File: config.mk
export PLATFORM = sky130hd
export DESIGN_NAME = input_debouncer_flat
export DESIGN_NICKNAME = d
export VERILOG_FILES = /design/src/rtl/input_debouncer_pkg.sv /design/src/rtl/input_debouncer_if.sv /design/src/rtl/input_debouncer_gamepad_pmod_rx.sv /design/src/rtl/input_debouncer.sv /design/src/flat_wrapper.sv
export SDC_FILE = /design/constraint.sdc
export NUM_CORES = 1
export LEC_CHECK = 0
export CAP_MARGIN = 20
export CORE_ASPECT_RATIO = 1.4
export CORE_MARGIN = 2
export CORE_UTILIZATION = 25
export CTS_CLUSTER_DIAMETER = 80
export DETAILED_ROUTE_END_ITERATION = 7
export SKIP_CTS_REPAIR_TIMING = 1
export SLEW_MARGIN = 25
export SYNTH_ARGS = -nofsm -noshare
export SYNTH_HDL_FRONTEND = slang
export SYNTH_SLANG_ARGS = --single-unit
export TNS_END_PERCENT = 1
File: constraint.sdc
create_clock -name clk -period 2.45 [get_ports clk]
set_input_delay 0.49 -clock clk [delete_from_list [all_inputs] [get_ports clk]]
set_output_delay 0.49 -clock clk [all_outputs]
set_load 0.005 [all_outputs]
File: src/rtl/input_debouncer_pkg.sv
// Shared constants for the input debouncer: the 32-bit input map and gamepad framing.
package input_pkg;

   localparam int N_INPUTS      = 32;
   localparam int DIR_BASE      = 0;
   localparam int GP1_BASE      = 8;
   localparam int GP2_BASE      = 20;
   localparam int GP_WIDTH      = 12;
   localparam int GP_FRAME_BITS = 24;

   // Bit offsets of each button inside a 12-bit gamepad field (MSB first on the wire)
   localparam int BTN_B      = 11;
   localparam int BTN_Y      = 10;
   localparam int BTN_SELECT = 9;
   localparam int BTN_START  = 8;
   localparam int BTN_UP     = 7;
   localparam int BTN_DOWN   = 6;
   localparam int BTN_LEFT   = 5;
   localparam int BTN_RIGHT  = 4;
   localparam int BTN_A      = 3;
   localparam int BTN_X      = 2;
   localparam int BTN_L      = 1;
   localparam int BTN_R      = 0;

   // Both gamepads read as disconnected (all ones), direct buttons released
   localparam logic [N_INPUTS-1:0]      HELD_RESET = 32'hFFFF_FF00;
   localparam logic [GP_FRAME_BITS-1:0] GP_IDLE    = 24'hFF_FFFF;

endpackage

File: src/rtl/input_debouncer_if.sv
// Pin bundle between the raw button/PMOD inputs and the debounced outputs.
interface input_debouncer_if;
   import input_pkg::*;

   logic [7:0]          btn_raw;
   logic                gp_latch;
   logic                gp_clk;
   logic                gp_data;
   logic [N_INPUTS-1:0] held_down;
   logic [N_INPUTS-1:0] just_pressed;

   modport master (
      output btn_raw, gp_latch, gp_clk, gp_data,
      input  held_down, just_pressed
   );

   modport slave (
      input  btn_raw, gp_latch, gp_clk, gp_data,
      output held_down, just_pressed
   );

endinterface

File: src/rtl/input_debouncer_gamepad_pmod_rx.sv
// Serial gamepad PMOD receiver: synchronises latch/clock/data, shifts in bits and
// hands a complete 24-bit frame to the debouncer with a one-cycle frame_ok.
module gamepad_pmod_rx
   import input_pkg::*;
(
   input  logic                     clk,
   input  logic                     rst_n,
   input  logic                     gp_latch,
   input  logic                     gp_clk,
   input  logic                     gp_data,
   output logic [GP_FRAME_BITS-1:0] frame,
   output logic                     frame_ok
);

   logic [2:0]               latch_sync;
   logic [2:0]               clk_sync;
   logic [1:0]               data_sync;
   logic [GP_FRAME_BITS-1:0] shift_reg;
   logic [4:0]               bit_cnt;
   logic                     latch_rise;
   logic                     clk_rise;

   assign latch_rise = latch_sync[1] & ~latch_sync[2];
   assign clk_rise   = clk_sync[1] & ~clk_sync[2];

   // Two-flop synchronisers; the third latch/clock flop only feeds edge detection
   always_ff @(posedge clk or negedge rst_n) begin
      if (!rst_n) begin
         latch_sync <= '0;
         clk_sync   <= '0;
         data_sync  <= '0;
      end else begin
         latch_sync <= {latch_sync[1:0], gp_latch};
         clk_sync   <= {clk_sync[1:0], gp_clk};
         data_sync  <= {data_sync[0], gp_data};
      end
   end

   // Shift/count bits; a latch accepts the frame only at exactly 24 bits, and when a
   // latch and a shift edge coincide the shifted bit starts the next frame
   always_ff @(posedge clk or negedge rst_n) begin
      if (!rst_n) begin
         shift_reg <= '0;
         bit_cnt   <= '0;
         frame     <= GP_IDLE;
         frame_ok  <= 1'b0;
      end else begin
         frame_ok <= 1'b0;
         if (latch_rise && bit_cnt == 5'(GP_FRAME_BITS)) begin
            frame    <= shift_reg;
            frame_ok <= 1'b1;
         end
         if (clk_rise) begin
            shift_reg <= {shift_reg[GP_FRAME_BITS-2:0], data_sync[1]};
         end
         if (latch_rise) begin
            bit_cnt <= clk_rise ? 5'd1 : 5'd0;
         end else if (clk_rise && bit_cnt != 5'd31) begin
            bit_cnt <= bit_cnt + 5'd1;
         end
      end
   end

endmodule

File: src/rtl/input_debouncer.sv
// Input debouncer: debounces 8 direct buttons and two serial gamepads on a shared
// sample tick, producing held_down levels and one-cycle just_pressed pulses.
module input_debouncer
   import input_pkg::*;
#(
   parameter int TICK_DIV   = 50000,
   parameter int GP_TIMEOUT = 16
) (
   input logic               clk,
   input logic               rst_n,
   input_debouncer_if.slave  bus
);

   localparam int PW = $clog2(TICK_DIV);
   localparam int TW = $clog2(GP_TIMEOUT + 1);

   logic [7:0]               btn_meta;
   logic [7:0]               btn_sync;
   logic [PW-1:0]            prescaler;
   logic                     tick;
   logic [TW-1:0]            timeout_cnt;
   logic [GP_FRAME_BITS-1:0] gp_state;
   logic [GP_FRAME_BITS-1:0] rx_frame;
   logic                     rx_frame_ok;
   logic [N_INPUTS-1:0]      sample;
   logic [N_INPUTS-1:0]      hist0;
   logic [N_INPUTS-1:0]      hist1;
   logic [N_INPUTS-1:0]      stable;
   logic [N_INPUTS-1:0]      held_q;
   logic [N_INPUTS-1:0]      held_prev;
   logic [N_INPUTS-1:0]      pressed_q;

   gamepad_pmod_rx u_rx (
      .clk      (clk),
      .rst_n    (rst_n),
      .gp_latch (bus.gp_latch),
      .gp_clk   (bus.gp_clk),
      .gp_data  (bus.gp_data),
      .frame    (rx_frame),
      .frame_ok (rx_frame_ok)
   );

   assign tick   = (prescaler == PW'(TICK_DIV - 1));
   assign sample = {gp_state, btn_sync};
   assign stable = ~(sample ^ hist0) & ~(sample ^ hist1);

   assign bus.held_down    = held_q;
   assign bus.just_pressed = pressed_q;

   // Two-flop synchroniser for the direct buttons
   always_ff @(posedge clk or negedge rst_n) begin
      if (!rst_n) begin
         btn_meta <= '0;
         btn_sync <= '0;
      end else begin
         btn_meta <= bus.btn_raw;
         btn_sync <= btn_meta;
      end
   end

   // Free-running prescaler that sets the debounce sample rate
   always_ff @(posedge clk or negedge rst_n) begin
      if (!rst_n) begin
         prescaler <= '0;
      end else if (tick) begin
         prescaler <= '0;
      end else begin
         prescaler <= prescaler + PW'(1);
      end
   end

   // Gamepad state: load accepted frames, fall back to disconnected after too many silent ticks
   always_ff @(posedge clk or negedge rst_n) begin
      if (!rst_n) begin
         gp_state    <= GP_IDLE;
         timeout_cnt <= '0;
      end else if (rx_frame_ok) begin
         gp_state    <= rx_frame;
         timeout_cnt <= '0;
      end else if (tick && timeout_cnt != TW'(GP_TIMEOUT)) begin
         timeout_cnt <= timeout_cnt + TW'(1);
         if (timeout_cnt == TW'(GP_TIMEOUT - 1)) begin
            gp_state <= GP_IDLE;
         end
      end
   end

   // Per-bit debounce: a level is accepted after three equal samples on consecutive ticks
   always_ff @(posedge clk or negedge rst_n) begin
      if (!rst_n) begin
         hist0  <= HELD_RESET;
         hist1  <= HELD_RESET;
         held_q <= HELD_RESET;
      end else if (tick) begin
         hist1  <= hist0;
         hist0  <= sample;
         held_q <= (held_q & ~stable) | (sample & stable);
      end
   end

   // One-cycle press pulse, registered one cycle after held_down rises
   always_ff @(posedge clk or negedge rst_n) begin
      if (!rst_n) begin
         held_prev <= HELD_RESET;
         pressed_q <= '0;
      end else begin
         held_prev <= held_q;
         pressed_q <= held_q & ~held_prev;
      end
   end

endmodule

File: src/flat_wrapper.sv
// flat-port wrapper written by rule: the top's interface ports become plain ports
module input_debouncer_flat import input_pkg::*;
#(
   parameter int TICK_DIV   = 50000,
   parameter int GP_TIMEOUT = 16
)
  (clk, rst_n, bus_btn_raw, bus_gp_latch, bus_gp_clk, bus_gp_data, bus_held_down, bus_just_pressed);
  input_debouncer_if bus_i ();
  input logic clk;
  input logic rst_n;
  input wire logic [$bits(bus_i.btn_raw)-1:0] bus_btn_raw;
  input wire logic [$bits(bus_i.gp_latch)-1:0] bus_gp_latch;
  input wire logic [$bits(bus_i.gp_clk)-1:0] bus_gp_clk;
  input wire logic [$bits(bus_i.gp_data)-1:0] bus_gp_data;
  output wire logic [$bits(bus_i.held_down)-1:0] bus_held_down;
  output wire logic [$bits(bus_i.just_pressed)-1:0] bus_just_pressed;
  assign bus_i.btn_raw = bus_btn_raw;
  assign bus_i.gp_latch = bus_gp_latch;
  assign bus_i.gp_clk = bus_gp_clk;
  assign bus_i.gp_data = bus_gp_data;
  assign bus_held_down = bus_i.held_down;
  assign bus_just_pressed = bus_i.just_pressed;
  input_debouncer #(.TICK_DIV(TICK_DIV), .GP_TIMEOUT(GP_TIMEOUT)) u_core (.clk(clk), .rst_n(rst_n), .bus(bus_i));
endmodule
# Yosys cells after proc, flatten, opt, wreduce, memory -nomap -nowiden
# Index checks and enable logic that the tools add are counted.
totals:
  reg_bits: 283
  word_cells: 57
  input_bits: 13
  out_inout_bits: 64
op_classes:
  add_sub_neg: 3
  bitwise: 15
  reduce_logical: 7
  n_eq_ne: 5
  n_mux: 10
op_table:
  columns: ["op", "count"]
  rows:
  - ["32-bit bitwise AND", 4]
  - ["32-bit NOT", 4]
  - ["24-bit two-way mux", 3]
  - ["32-bit XOR", 2]
  - ["32-bit OR", 1]
  - ["5-bit two-way mux", 4]
  - ["16-bit by 1-bit adder with 16-bit output (second input constant)", 1]
  - ["16-bit equality test (second input constant)", 1]
  - ["16-bit two-way mux", 1]
  - ["5-bit by 1-bit adder with 5-bit output (second input constant)", 2]
  - ["5-bit != test (second input constant)", 2]
  - ["2-bit nonzero test", 3]
  - ["5-bit by 4-bit equality test with 1-bit output (second input constant)", 1]
  - ["5-bit equality test (second input constant)", 1]
  - ["1-bit logical AND", 3]
  - ["1-bit bitwise AND", 2]
  - ["1-bit two-way mux", 2]
  - ["1-bit NOT", 2]
  - ["2-bit AND reduction", 1]

# Depth between registers and ports, before layout
# Gate-level depths: netlist (run 1).
logic_depth:
  ltp_word: 6
  ltp_mapped: 8
  depth_no_buf: 7

# Modules after synthesis
# Synthesis (run 1) repeated with hierarchy kept, for this count alone.
hier_totals:
  cells_unflattened: 906
  hier_area_um2: 10735.3
modules_own_cells:
  columns: ["mod", "cells_per_inst", "instances", "area_each_um2", "seq_area_each_um2"]
  rows:
  - ["input_debouncer", 763, 1, 8390.5, 5680.4]
  - ["gamepad_pmod_rx", 143, 1, 2344.7, 1581.5]

# Worst setup path after synthesis (run 1)
# OpenSTA, ideal clock, no wires.
synth_timing:
  path_type: "reg2reg"
  from: "reg u_core.u_rx.bit_cnt[0]"
  to: "reg u_core.u_rx.bit_cnt[3]"
  path_slack_ps: 547
  n_path_buf: 0
  t_required_ps: 2328
  synth_period_minus_slack_ps: 1903
  stages_incl_launch_ff: 8
  arrival_ps: 1782
  setup_time_ps: 122
  cell_sequence: "dfrtp_1 ha_1 and3_1 ha_1 nor3b_1 nand4_1 xor2_1 nor2_1"
synth_between:
  elab_chain_cells: 3
  elab_cells_between_ends: 6
  cone_classes: "add/sub (1); eq/ne (1); mux (2); reduce/logical (2)"
synth_rtl:
  columns: ["element", "line_no", "rtl"]
  rows:
  - ["start: declaration", "input_debouncer_gamepad_pmod_rx.sv:19", "logic [4:0] bit_cnt;"]
  - ["start signal: assignment", "input_debouncer_gamepad_pmod_rx.sv:57", "bit_cnt <= clk_rise ? 5'd1 : 5'd0;"]
  - ["start signal: assignment", "input_debouncer_gamepad_pmod_rx.sv:59", "bit_cnt <= bit_cnt + 5'd1;"]
  - ["5-bit by 1-bit adder with 5-bit output or 5-bit != test (tied branches)", "input_debouncer_gamepad_pmod_rx.sv:59, input_debouncer_gamepad_pmod_rx.sv:58", null]
  - ["5-bit two-way mux or 1-bit logical AND (tied branches)", "input_debouncer_gamepad_pmod_rx.sv:58", "end else if (clk_rise && bit_cnt != 5'd31) begin"]
  - ["5-bit two-way mux or 2-bit nonzero test (tied branches)", null, null]
# Several ways; a longest one is shown, not always the timed one. The select of a mux whose other input is x is not followed.
# A chain may end at the register's enable or synchronous reset.

==> out/metrics.cfg, run 1 <==
[run_status]
outcome=completed

[setup_path]
worst_ep_required_time_ns=1.96
worst_setup_path_start_kind=register
critical_path.cell_chain=clkdlybuf4s50_1
worstPathBufferInverterCount=1
critPathCaptureType=output port
cpLargestDelayFamily=flip-flops
worst-r2r-setup-slack_ns=0.42
worst-endpoint-arrival_ns=1.68
cpPeakStageDelay_ns=0.61
critPathSlowestCell=dfstp_2
critPathKind=reg -> out
worstPathMaxFanout=5
timing.rr.start=u_core.timeout_cnt[0]

[detailed_routing]
post_drt_via_cell_ratio=4.321
routedWlPerCell_um=12.52
postRouteWirelength_mm=19.45
routed-via-count=6710
ant_nets=0
detailedRoute.firstIterationViolations=226
detailedRoute.firstPassIterationCount=5
post-route-drc-count=0

[logic_synthesis]
synth.top_cell.area_share=0.3536
netlist_area_um2=10700
synth_top_cells_by_count=nand2_1 (222), dfstp_2 (144), dfrtp_1 (139)
ys_ff_latch=283
synth_nets=920
synth_enable_flop_cells=0
synth-main-ff-cell=dfstp_2
ys.warnings.count=0
post_synth_inst_count=900
synth.lib_cells_used.distinct=39
synth_area_per_cell_um2=11.89
ys_async_sr_fraction=1.000
fraction_of_the_yosys_area_taken_by_sequential_cells=0.6786
post_synth_main_area_contributors=dfstp_2 (35%), dfrtp_1 (33%), nand2_1 (7.8%), mux2_2 (5.1%), a31oi_1 (3.3%)
yosys.area.top_type=dfstp_2
synthMostInstantiatedCell=nand2_1

[cells_and_area]
fin_nets=1005
number_of_diodes_added_for_antenna_fixing=0
layout-drive-gt1-share=0.2632
stdcell_count=1553
layout-area-overhead-vs-synth_pct=23.27

[die]
core_um2=42200
boundaryPins=77
vertical_die_dimension_um=248.8
die-area_um2=44500
number_of_placement_rows=89
die-width_um=178.9
initial_cell_density_of_the_core=0.2536

[sta]
drv_slew=0
max_freq_mhz=460.1
layout_setup_ws_ns=0.2766
report.final.hold_viol_count=0
tightestPinTransition_ns=0.9672
slew_headroom=0.3552
final_setup_skew_ns=0.009944
setup_repair_after_global_routing_missed_its_margin=false
finalSetupViolCount=0
final_total_negative_setup_slack_ns=0
fin_hold_ws_ns=0.3461
fin_crit_ns=2.173
final.period_utilization=0.8871

[placement]
placed_cells_incl_taps=1500
io_buffers=76
detailedPlace.worstSlack_ns=0.3736
detailedPlacementHpwl_mm=12.21
gp_congestion=0.6760

[clock_tree]
clk-insertion-delay-late_ns=0.54
cts_inserted_buffers=28
clock_tree_from_tritoncts=yes
root_driver=clkbuf_16
cts_max_path_buffers=3
cts_sinks=283
clock_tree.htree_level_count=1
cts.reportedPaths.clkPinSlew_ns=0.06

[run]
max_cap_viol_count=0

[power]
ir_drop_mv=0.4688
cellPowerDensity_nw_per_um2=734.5
cellLeakagePower_nw=5.467

[grt]
grt_use_total=0.08837
grt_overflow=0
grt_max_degree=63
antenna_violations_before_repair=0
first_global_vias=6718
global_route_wire_length_before_repair_mm=33.08

[worst_hold_path]
hold_path_class=reg -> reg
min_from=u_core.u_rx.latch_sync[0]

==> power by group <==
group          leakage (nW)  switching [W]  internal [W]
sequential             3.33      0.0000980       0.00483
combinational          1.65       0.000139      0.000140
clock                 0.483        0.00177       0.00272
==> logic make-up (layout without fill, tap and decap cells) <==
group | count (synthesis) | in the layout | synth area share
compound gates | 160 | 160 | 0.09061
xor+xnor | 13 | 13 | 0.01064
fa+ha+maj | 7 | 7 | 0.008184
buf+inv | 81 | 188 | 0.03285
flops | 283 | 283 | 0.6786
mux | 49 | 49 | 0.05144
simple gates | 307 | 307 | 0.1277
==> metrics by stage <==
| step | utilization | power, W | cell area (um^2) |
|---|---|---|---|
| final | 0.3126 | 0.009690 | 13190 |
| after global routing | 0.3126 | 0.01009 | 13190 |
| after CTS | 0.3123 | 0.009864 | 13180 |
| after detailed placement | 0.2889 | 0.005292 | 12190 |
| after global placement | 0.2889 | 0.005283 | 12190 |
| after floorplan | - | 0.005104 | 10700 |
==> layout make-up <==
type / instances / area (um^2)
Sequential cell: 283 / 7262
Tap cell: 546 / 683.2
Timing Repair Buffer: 97 / 1013
Clock buffer: 46 / 900.9
Clock inverter: 6 / 86.33
Fill cell: 4173 / 29010
Inverter: 39 / 146.4
Multi-Input combinational cell: 536 / 3099
==> per-layer routing <==
metal	track usage	part of all wire	routed length (um)
met1	0.1062	0.43	8315
met2	0.1544	0.51	9830
met3	0.01847	0.046	903
met4	0.03089	0.020	397
met5	0	0	0
==> final timing paths <==
kind                                        endpoint  cells past startpoint
max                                bus_held_down[21]                      1
min                        u_core.u_rx.latch_sync[1]                      0
max reg2reg                      u_core.gp_state[23]                      5
min reg2reg                u_core.u_rx.latch_sync[1]                      0
max in group asynchronous       u_core.held_prev[14]                      3
min in group asynchronous  u_core.u_rx.shift_reg[17]                      2
==> placed cells by master, fill, tap and decap left out, drive strengths merged, types with 7 or more instances in the layout <==
| master | instances |
|---|---|
| nor2b | 34 |
| a31oi | 56 |
| dfstp | 144 |
| mux2 | 48 |
| nor2 | 17 |
| ha | 7 |
| inv | 40 |
| o31ai | 35 |
| clkbuf | 46 |
| buf | 21 |
| nand3 | 10 |
| nand2 | 222 |
| dfrtp | 139 |
| o21ai | 29 |
| clkdlybuf4s50 | 75 |
| a21oi | 37 |
| xor2 | 9 |
No activity file was read; power rests on OpenSTA's default activity.
==> inputs of run 2 (changes only) <==
- MAX_ROUTING_LAYER: not set -> met4
- SYNTH_HIERARCHICAL: not set -> 1
==> run 2 against run 1 <==
  * Final cell count unchanged
  * Power shrank 1.2%
  * Utilization decreased by 0.26 points
  * Clock power down 3%
  * Highest routed layer unchanged
==> out/metrics.cfg, run 2 <==
[setup_path]
critPathSlowestCell=dfstp_2
worstSetupPathDepth=1  ; unchanged
timing.rr.start=u_core/u_rx/bit_cnt[0]
critical_path.reg2reg.endpoint=u_core/u_rx/bit_cnt[3]
worstPathBufferInverterCount=1  ; unchanged
worst_setup_path_start_kind=register
critPathCaptureType=output port
worst_ep_required_time_ns=1.96  ; about the same
worst-endpoint-arrival_ns=1.72  ; +0.04 ns
worst-r2r-setup-slack_ns=0.37  ; -0.05 ns
worst_setup_path_endpoint=bus_held_down[24]
critical_path.cell_chain=clkdlybuf4s50_1
cpLargestDelayFamily=flip-flops
timing.reg2reg.worst_path_depth=6  ; +1
critPathKind=reg -> out
cpPeakStageDelay_ns=0.60  ; about the same
worstPathMaxFanout=5  ; unchanged

[detailed_routing]
detailedRoute.firstPassIterationCount=4  ; -1
detailedRoute.firstIterationViolations=315  ; +39%
post-route-drc-count=0  ; unchanged
ant_nets=0  ; unchanged
routed-via-count=6648  ; -0.92%
post_drt_via_cell_ratio=4.281  ; -0.92%
routedWlPerCell_um=12.89  ; +2.9%
postRouteWirelength_mm=20.02  ; +2.9%

[sta]
max_freq_mhz=451.8  ; -1.8%
final_setup_skew_ns=0.01006  ; +0.0001180 ns
final.period_utilization=0.9035  ; +0.01638
fin_crit_ns=2.214  ; +0.04012 ns
drv_slew=0  ; unchanged
setup_repair_after_global_routing_missed_its_margin=false
report.final.hold_viol_count=0  ; unchanged
final_total_negative_setup_slack_ns=0  ; unchanged
finalSetupViolCount=0  ; unchanged
tightestPinTransition_ns=0.5976  ; -0.3696 ns
slew_headroom=0.6016  ; +0.2464

[clock_tree]
cts_sinks=283  ; unchanged
clock_tree.htree_level_count=1  ; unchanged
cts_inserted_buffers=29  ; +3.6%
clock_tree_from_tritoncts=yes
root_driver=clkbuf_16
clk-insertion-delay-late_ns=0.55  ; about the same
cts.reportedPaths.clkPinSlew_ns=0.06  ; about the same
cts_max_path_buffers=3  ; unchanged

[grt]
antenna_violations_before_repair=0  ; unchanged
global_route_wire_length_before_repair_mm=34.13  ; +3.2%
grt_overflow=0  ; unchanged
grt_max_degree=73  ; +16%
grt_use_total=0.09452  ; +0.006149
first_global_vias=6668  ; -0.74%

[cells_and_area]
layout_utilization=0.3100  ; -0.002596
most-common-layout-cells=nand2_1 (219), dfstp_2 (144), dfrtp_1 (139)
layout-area-overhead-vs-synth_pct=22.18
nFillCells=4238  ; +1.6%
layout.cells.most_common=nand2_1
layout-drive-gt1-share=0.2602  ; -0.002979
fin_nets=1005  ; unchanged
number_of_diodes_added_for_antenna_fixing=0  ; unchanged

[worst_hold_path]
hold_path_class=reg -> reg
whs_path_depth=0  ; unchanged

[logic_synthesis]
synth_top_cells_by_count=nand2_1 (219), dfstp_2 (144), dfrtp_1 (139)
synth_nets=926  ; +0.65%
ys_ff_latch=283  ; unchanged
synth.top_cell.area_share=0.3524  ; -0.001113
netlist_area_um2=10740  ; +0.32%
synth-main-ff-cell=dfstp_2
yosys.area.top_type=dfstp_2
fraction_of_the_yosys_area_taken_by_sequential_cells=0.6765  ; -0.002135
synthMostInstantiatedCell=nand2_1
post_synth_inst_count=906  ; +0.67%
synth_enable_flop_cells=0  ; unchanged
ys.warnings.count=6  ; +6
synth_area_per_cell_um2=11.85  ; -0.35%
synth.lib_cells_used.distinct=38  ; -2.6%
post_synth_main_area_contributors=dfstp_2 (35%), dfrtp_1 (32%), nand2_1 (7.7%), mux2_2 (5.0%), a31oi_1 (3.3%)
ys_async_sr_fraction=1.000  ; unchanged

[die]
die-width_um=179.1  ; +0.15%
vertical_die_dimension_um=249.2  ; +0.15%
boundaryPins=77  ; unchanged
initial_cell_density_of_the_core=0.2537  ; about the same
number_of_placement_rows=89  ; unchanged
core_um2=42320  ; +0.26%
die-area_um2=44640  ; +0.31%

[placement]
io_buffers=76  ; unchanged
gp_congestion=0.7038  ; +4.1%
detailedPlacementHpwl_mm=12.28  ; +0.56%

[power]
cellPowerDensity_nw_per_um2=729.9  ; -0.63%
ir_drop_mv=0.4541  ; -3.1%
cellLeakagePower_nw=5.449  ; -0.33%
p_total_w=0.009574  ; -1.2%

[run]
max_cap_viol_count=0  ; unchanged

[run_status]
outcome=completed

## run 2: cell count changes in the layout (fill, tap and decap cells not counted), sizes merged, moves of 2 or more
cell,previous run,this run
o31ai,35,33
clkinv,2,9
nand4,4,7
nand2,222,219
clkbuf,46,39
nor3,0,2
xnor2,4,6
xor2,9,7
buf,21,16
nor3b,2,0
## run 2: power breakdown
group	internal [W]	switching [W]
Sequential	0.00483	0.000106
Combinational	0.000137	0.000142
Clock	0.00254	0.00182
## run 2: layout make-up
| type | instances | area (um^2) | share of cell area |
|---|---|---|---|
| Sequential cell | 283 | 7262 | 0.5537 |
| Multi-Input combinational cell | 539 | 3102 | 0.2365 |
| Timing Repair Buffer | 92 | 975.9 | 0.07441 |
| Clock buffer | 39 | 813.3 | 0.06201 |
| Tap cell | 546 | 683.2 | 0.05208 |
| Inverter | 40 | 150.1 | 0.01145 |
| Clock inverter | 14 | 130.1 | 0.009921 |
## run 2: kinds of logic (layout without fill, tap and decap cells)
| logic type | after synthesis | after routing | synth area share |
|---|---|---|---|
| adders and majority gates | 7 | 7 | 0.008158 |
| and+or+nand+nor | 312 | 312 | 0.1295 |
| DFF | 283 | 283 | 0.6765 |
| muxes | 50 | 50 | 0.05221 |
| AOI/OAI and AO/OA | 157 | 157 | 0.08800 |
| buffers and inverters | 84 | 185 | 0.03508 |
| xor gates and xnor gates | 13 | 13 | 0.01061 |
## run 2: how the worst min path moves through the flow
stage,start,end
global placement,u_core/btn_meta[0],u_core/btn_sync[0]
detailed placement,u_core/btn_meta[6],u_core/btn_sync[6]
finish,u_core/btn_meta[7],u_core/btn_sync[7]
floorplan,rst_n,asynchronous set/reset pin
CTS,rst_n,u_core/bus.just_pressed[1]
global route,u_core/btn_meta[1],u_core/btn_sync[1]
## run 2: layer usage
metal | GRT usage | vias to the layer above | part of all wire
met4 | 0.03364 | 0 | 0.024
met1 | 0.1174 | 3321 | 0.45
met5 | - | - | 0
met3 | 0.01648 | 28 | 0.043
li1 | - | 3210 | -
met2 | 0.1538 | 89 | 0.48
## run 2: stage by stage
stage / setup WS (ns) / std cells / instance area (um^2) / hold slack (ns)
floorplan: 0.4909 / 906 / 10740 / 0.1944
global placement: 0.4490 / 1499 / 12160 / 0.3358
detailed placement: 0.3484 / 1499 / 12160 / 0.3357
CTS: 0.1623 / 1552 / 13100 / -0.1655
global route: 0.1168 / 1553 / 13120 / 0.3589
finish: 0.2364 / 1553 / 13120 / 0.3470
==> inputs of run 3 (changes only) <==
- ABC_AREA: not set -> 1
- SLEW_MARGIN: 25 -> 20
==> run 3 against run 2 <==
  * Routed wire length increased by 16%
  * Register-to-register slack improved by 0.17 ns
  * Final cell count increased by 20%
  * Sequential cell count unchanged
  * Sequential share of layout area decreased by 3.1 points
  * Fmax increased by 2.1%
  * Hold slack improved by 0.0011 ns
  * Critical path depth unchanged
  * Cell area increased by 6.0%
  * Via count increased by 15%
  * Global-route usage increased by 1.0 points
  * Critical endpoint is now bus_held_down[22]
  * Largest cell class unchanged
==> out/metrics.cfg, run 3 <==
[placement]
gp_congestion=0.7894  ; +12%
placed_cells_incl_taps=1812  ; +21%
io_buffers=76  ; unchanged
detailedPlacementHpwl_mm=14.94  ; +22%

[setup_path]
critPathKind=reg -> out
worst-r2r-setup-slack_ns=0.54  ; +0.17 ns
critPathCaptureType=output port
worst-endpoint-arrival_ns=1.68  ; -0.04 ns
worstPathMaxFanout=4  ; -1
timing.rr.start=u_core/prescaler[0]
worst_setup_path_start_kind=register
worstPathBufferInverterCount=1  ; unchanged
critical_path.cell_chain=clkdlybuf4s50_1
timing.reg2reg.worst_path_depth=8  ; +2
critical_path.reg2reg.endpoint=u_core/timeout_cnt[1]
cpLargestDelayFamily=flip-flops
worst_ep_required_time_ns=1.96  ; about the same
critPathSlowestCell=dfstp_2
cpPeakStageDelay_ns=0.58  ; -0.02 ns

[worst_hold_path]
min_from=u_core/u_rx/latch_sync[0]
whs_path_depth=0  ; unchanged
hold_end=u_core/u_rx/latch_sync[1]
hold_path_class=reg -> reg

[cells_and_area]
stdcell_count=1865  ; +20%
fin_nets=1252  ; +25%
most-common-layout-cells=nand2_1 (345), dfstp_2 (144), dfrtp_1 (139)
layout-drive-gt1-share=0.1978  ; -0.06241
layout_utilization=0.3081  ; -0.001818
number_of_diodes_added_for_antenna_fixing=0  ; unchanged
layout-area-overhead-vs-synth_pct=21.27
layout.cells.most_common=nand2_1

[power]
power.share.sequential=0.506  ; -0.010
power.internal_w=0.007492  ; -0.16%
cellLeakagePower_nw=5.869  ; +7.7%
ir_drop_mv=0.4933  ; +8.6%
p_sw_w=0.002079  ; +0.44%
power_frac_comb=0.025  ; -0.004
cellPowerDensity_nw_per_um2=688.3  ; -5.7%
power_frac_clock=0.469  ; +0.014
switching_share=0.2172  ; +0.001017

[clock_tree]
cts_sinks=283  ; unchanged
cts_max_path_buffers=3  ; unchanged
clock_tree_from_tritoncts=yes
clock_tree.htree_level_count=1  ; unchanged
cts.reportedPaths.clkPinSlew_ns=0.07  ; about the same
root_driver=clkbuf_16
clk-insertion-delay-late_ns=0.56  ; about the same
cts_inserted_buffers=28  ; -3.4%

[logic_synthesis]
synth_top_cells_by_count=nand2_1 (346), dfstp_2 (144), dfrtp_1 (139)
ys.warnings.count=6  ; unchanged
synth_enable_flop_cells=0  ; unchanged
post_synth_main_area_contributors=dfstp_2 (33%), dfrtp_1 (30%), nand2_1 (11%), xnor2_1 (5.0%), nand3_1 (3.9%)
netlist_area_um2=11470  ; +6.8%
fraction_of_the_yosys_area_taken_by_sequential_cells=0.6333  ; -0.04311
synth_area_per_cell_um2=9.962  ; -16%
synth.lib_cells_used.distinct=30  ; -21%
ys_ff_latch=283  ; unchanged
synth_nets=1171  ; +26%
synth.top_cell.area_share=0.3300  ; -0.02246
yosys.area.top_type=dfstp_2
post_synth_inst_count=1151  ; +27%
synth-main-ff-cell=dfstp_2
synthMostInstantiatedCell=nand2_1
ys_async_sr_fraction=1.000  ; unchanged

[die]
initial_cell_density_of_the_core=0.2541  ; +0.0004078
vertical_die_dimension_um=257.4  ; +3.3%
die-width_um=185.0  ; +3.3%
boundaryPins=77  ; unchanged
core_um2=45120  ; +6.6%
number_of_placement_rows=92  ; +3.4%
die-area_um2=47620  ; +6.7%

[detailed_routing]
routedWlPerCell_um=12.48  ; -3.2%
detailedRoute.firstPassIterationCount=4  ; unchanged
detailedRoute.firstIterationViolations=390  ; +24%
ant_nets=0  ; unchanged
post-route-drc-count=0  ; unchanged
postRouteWirelength_mm=23.27  ; +16%
routed-via-count=7647  ; +15%
post_drt_via_cell_ratio=4.100  ; -4.2%

[grt]
grt_max_degree=108  ; +48%
grt_overflow=0  ; unchanged
first_global_vias=7805  ; +17%
antenna_violations_before_repair=0  ; unchanged
grt_use_total=0.1046  ; +0.01012
global_route_wire_length_before_repair_mm=40.23  ; +18%

[sta]
final_setup_skew_ns=0.01766  ; +0.007599 ns
slew_headroom=0.4949  ; -0.1067
final_total_negative_setup_slack_ns=0  ; unchanged
final.period_utilization=0.8848  ; -0.01865
fin_crit_ns=2.168  ; -0.04569 ns
max_freq_mhz=461.3  ; +2.1%
tightestPinTransition_ns=0.7569  ; +0.1593 ns
report.final.hold_viol_count=0  ; unchanged
drv_slew=0  ; unchanged
setup_repair_after_global_routing_missed_its_margin=false
finalSetupViolCount=0  ; unchanged

[run]
max_cap_viol_count=0  ; unchanged

[run_status]
outcome=completed

run 3: cell type report:
| class | count | area, um^2 |
|---|---|---|
| flip-flops and latches | 283 | 7262 |
| well taps | 611 | 764.5 |
| clock inverters | 14 | 210.2 |
| multi-input cells | 726 | 3586 |
| clock buffers | 38 | 768.2 |
| inverters | 99 | 372.9 |
| fillers | 4679 | 31220 |
| repair buffers | 94 | 940.9 |
run 3: cells by family (layout without fill, tap and decap cells):
| family | count (synthesis) | in the layout | synth area share |
|---|---|---|---|
| AO/OA/AOI/OAI | 77 | 77 | 0.03448 |
| XOR/XNOR | 74 | 74 | 0.05653 |
| adder cells (fa/ha/maj) | 7 | 7 | 0.007638 |
| buffers and inverters | 142 | 245 | 0.05412 |
| AND/OR/NAND/NOR | 568 | 568 | 0.2139 |
| flip-flops | 283 | 283 | 0.6333 |
run 3: metal layers:
layer | vias up | track usage | routed length, um
li1 | 3782 | - | -
met1 | 3720 | 0.1270 | 10150
met2 | 112 | 0.1787 | 11710
met3 | 33 | 0.01599 | 959
met4 | 0 | 0.03108 | 456
met5 | - | - | 0
run 3: worst max path at each step:
stage / depth (start not counted) / end / startpoint / slack [ns]
global route: 1 / bus_held_down[19] / register / 0.20
CTS: 1 / bus_held_down[19] / register / 0.23
finish: 1 / bus_held_down[22] / register / 0.28
detailed placement: 8 / u_core/timeout_cnt[1] / u_core/prescaler[0] / 0.56
global placement: 7 / u_core/gp_state[0] / u_core/prescaler[0] / 0.61
floorplan: 9 / u_core/gp_state[10] / u_core/timeout_cnt[0] / 0.76
run 3: stage by stage:
| stage | hold slack (ns) | total power, W | instance area (um^2) | setup WS, ns |
|---|---|---|---|---|
| detailed placement | 0.3371 | 0.005167 | 12920 | 0.5612 |
| CTS | -0.2607 | 0.009766 | 13890 | 0.2253 |
| global route | 0.3423 | 0.01000 | 13900 | 0.1978 |
| global placement | 0.3338 | 0.005157 | 12920 | 0.6075 |
| floorplan | 0.1944 | 0.005002 | 11470 | 0.7583 |
| finish | 0.3481 | 0.009571 | 13900 | 0.2821 |
run 3: power by group through the flow:
stage	Sequential (W)	Combinational, W	Clock, W
final	0.00484	0.000243	0.00449
after global routing	0.00485	0.000290	0.00486
after CTS	0.00484	0.000253	0.00467
after detailed placement	0.00492	0.000252	0
after global placement	0.00491	0.000244	0
after floorplan	0.00490	0.000104	0
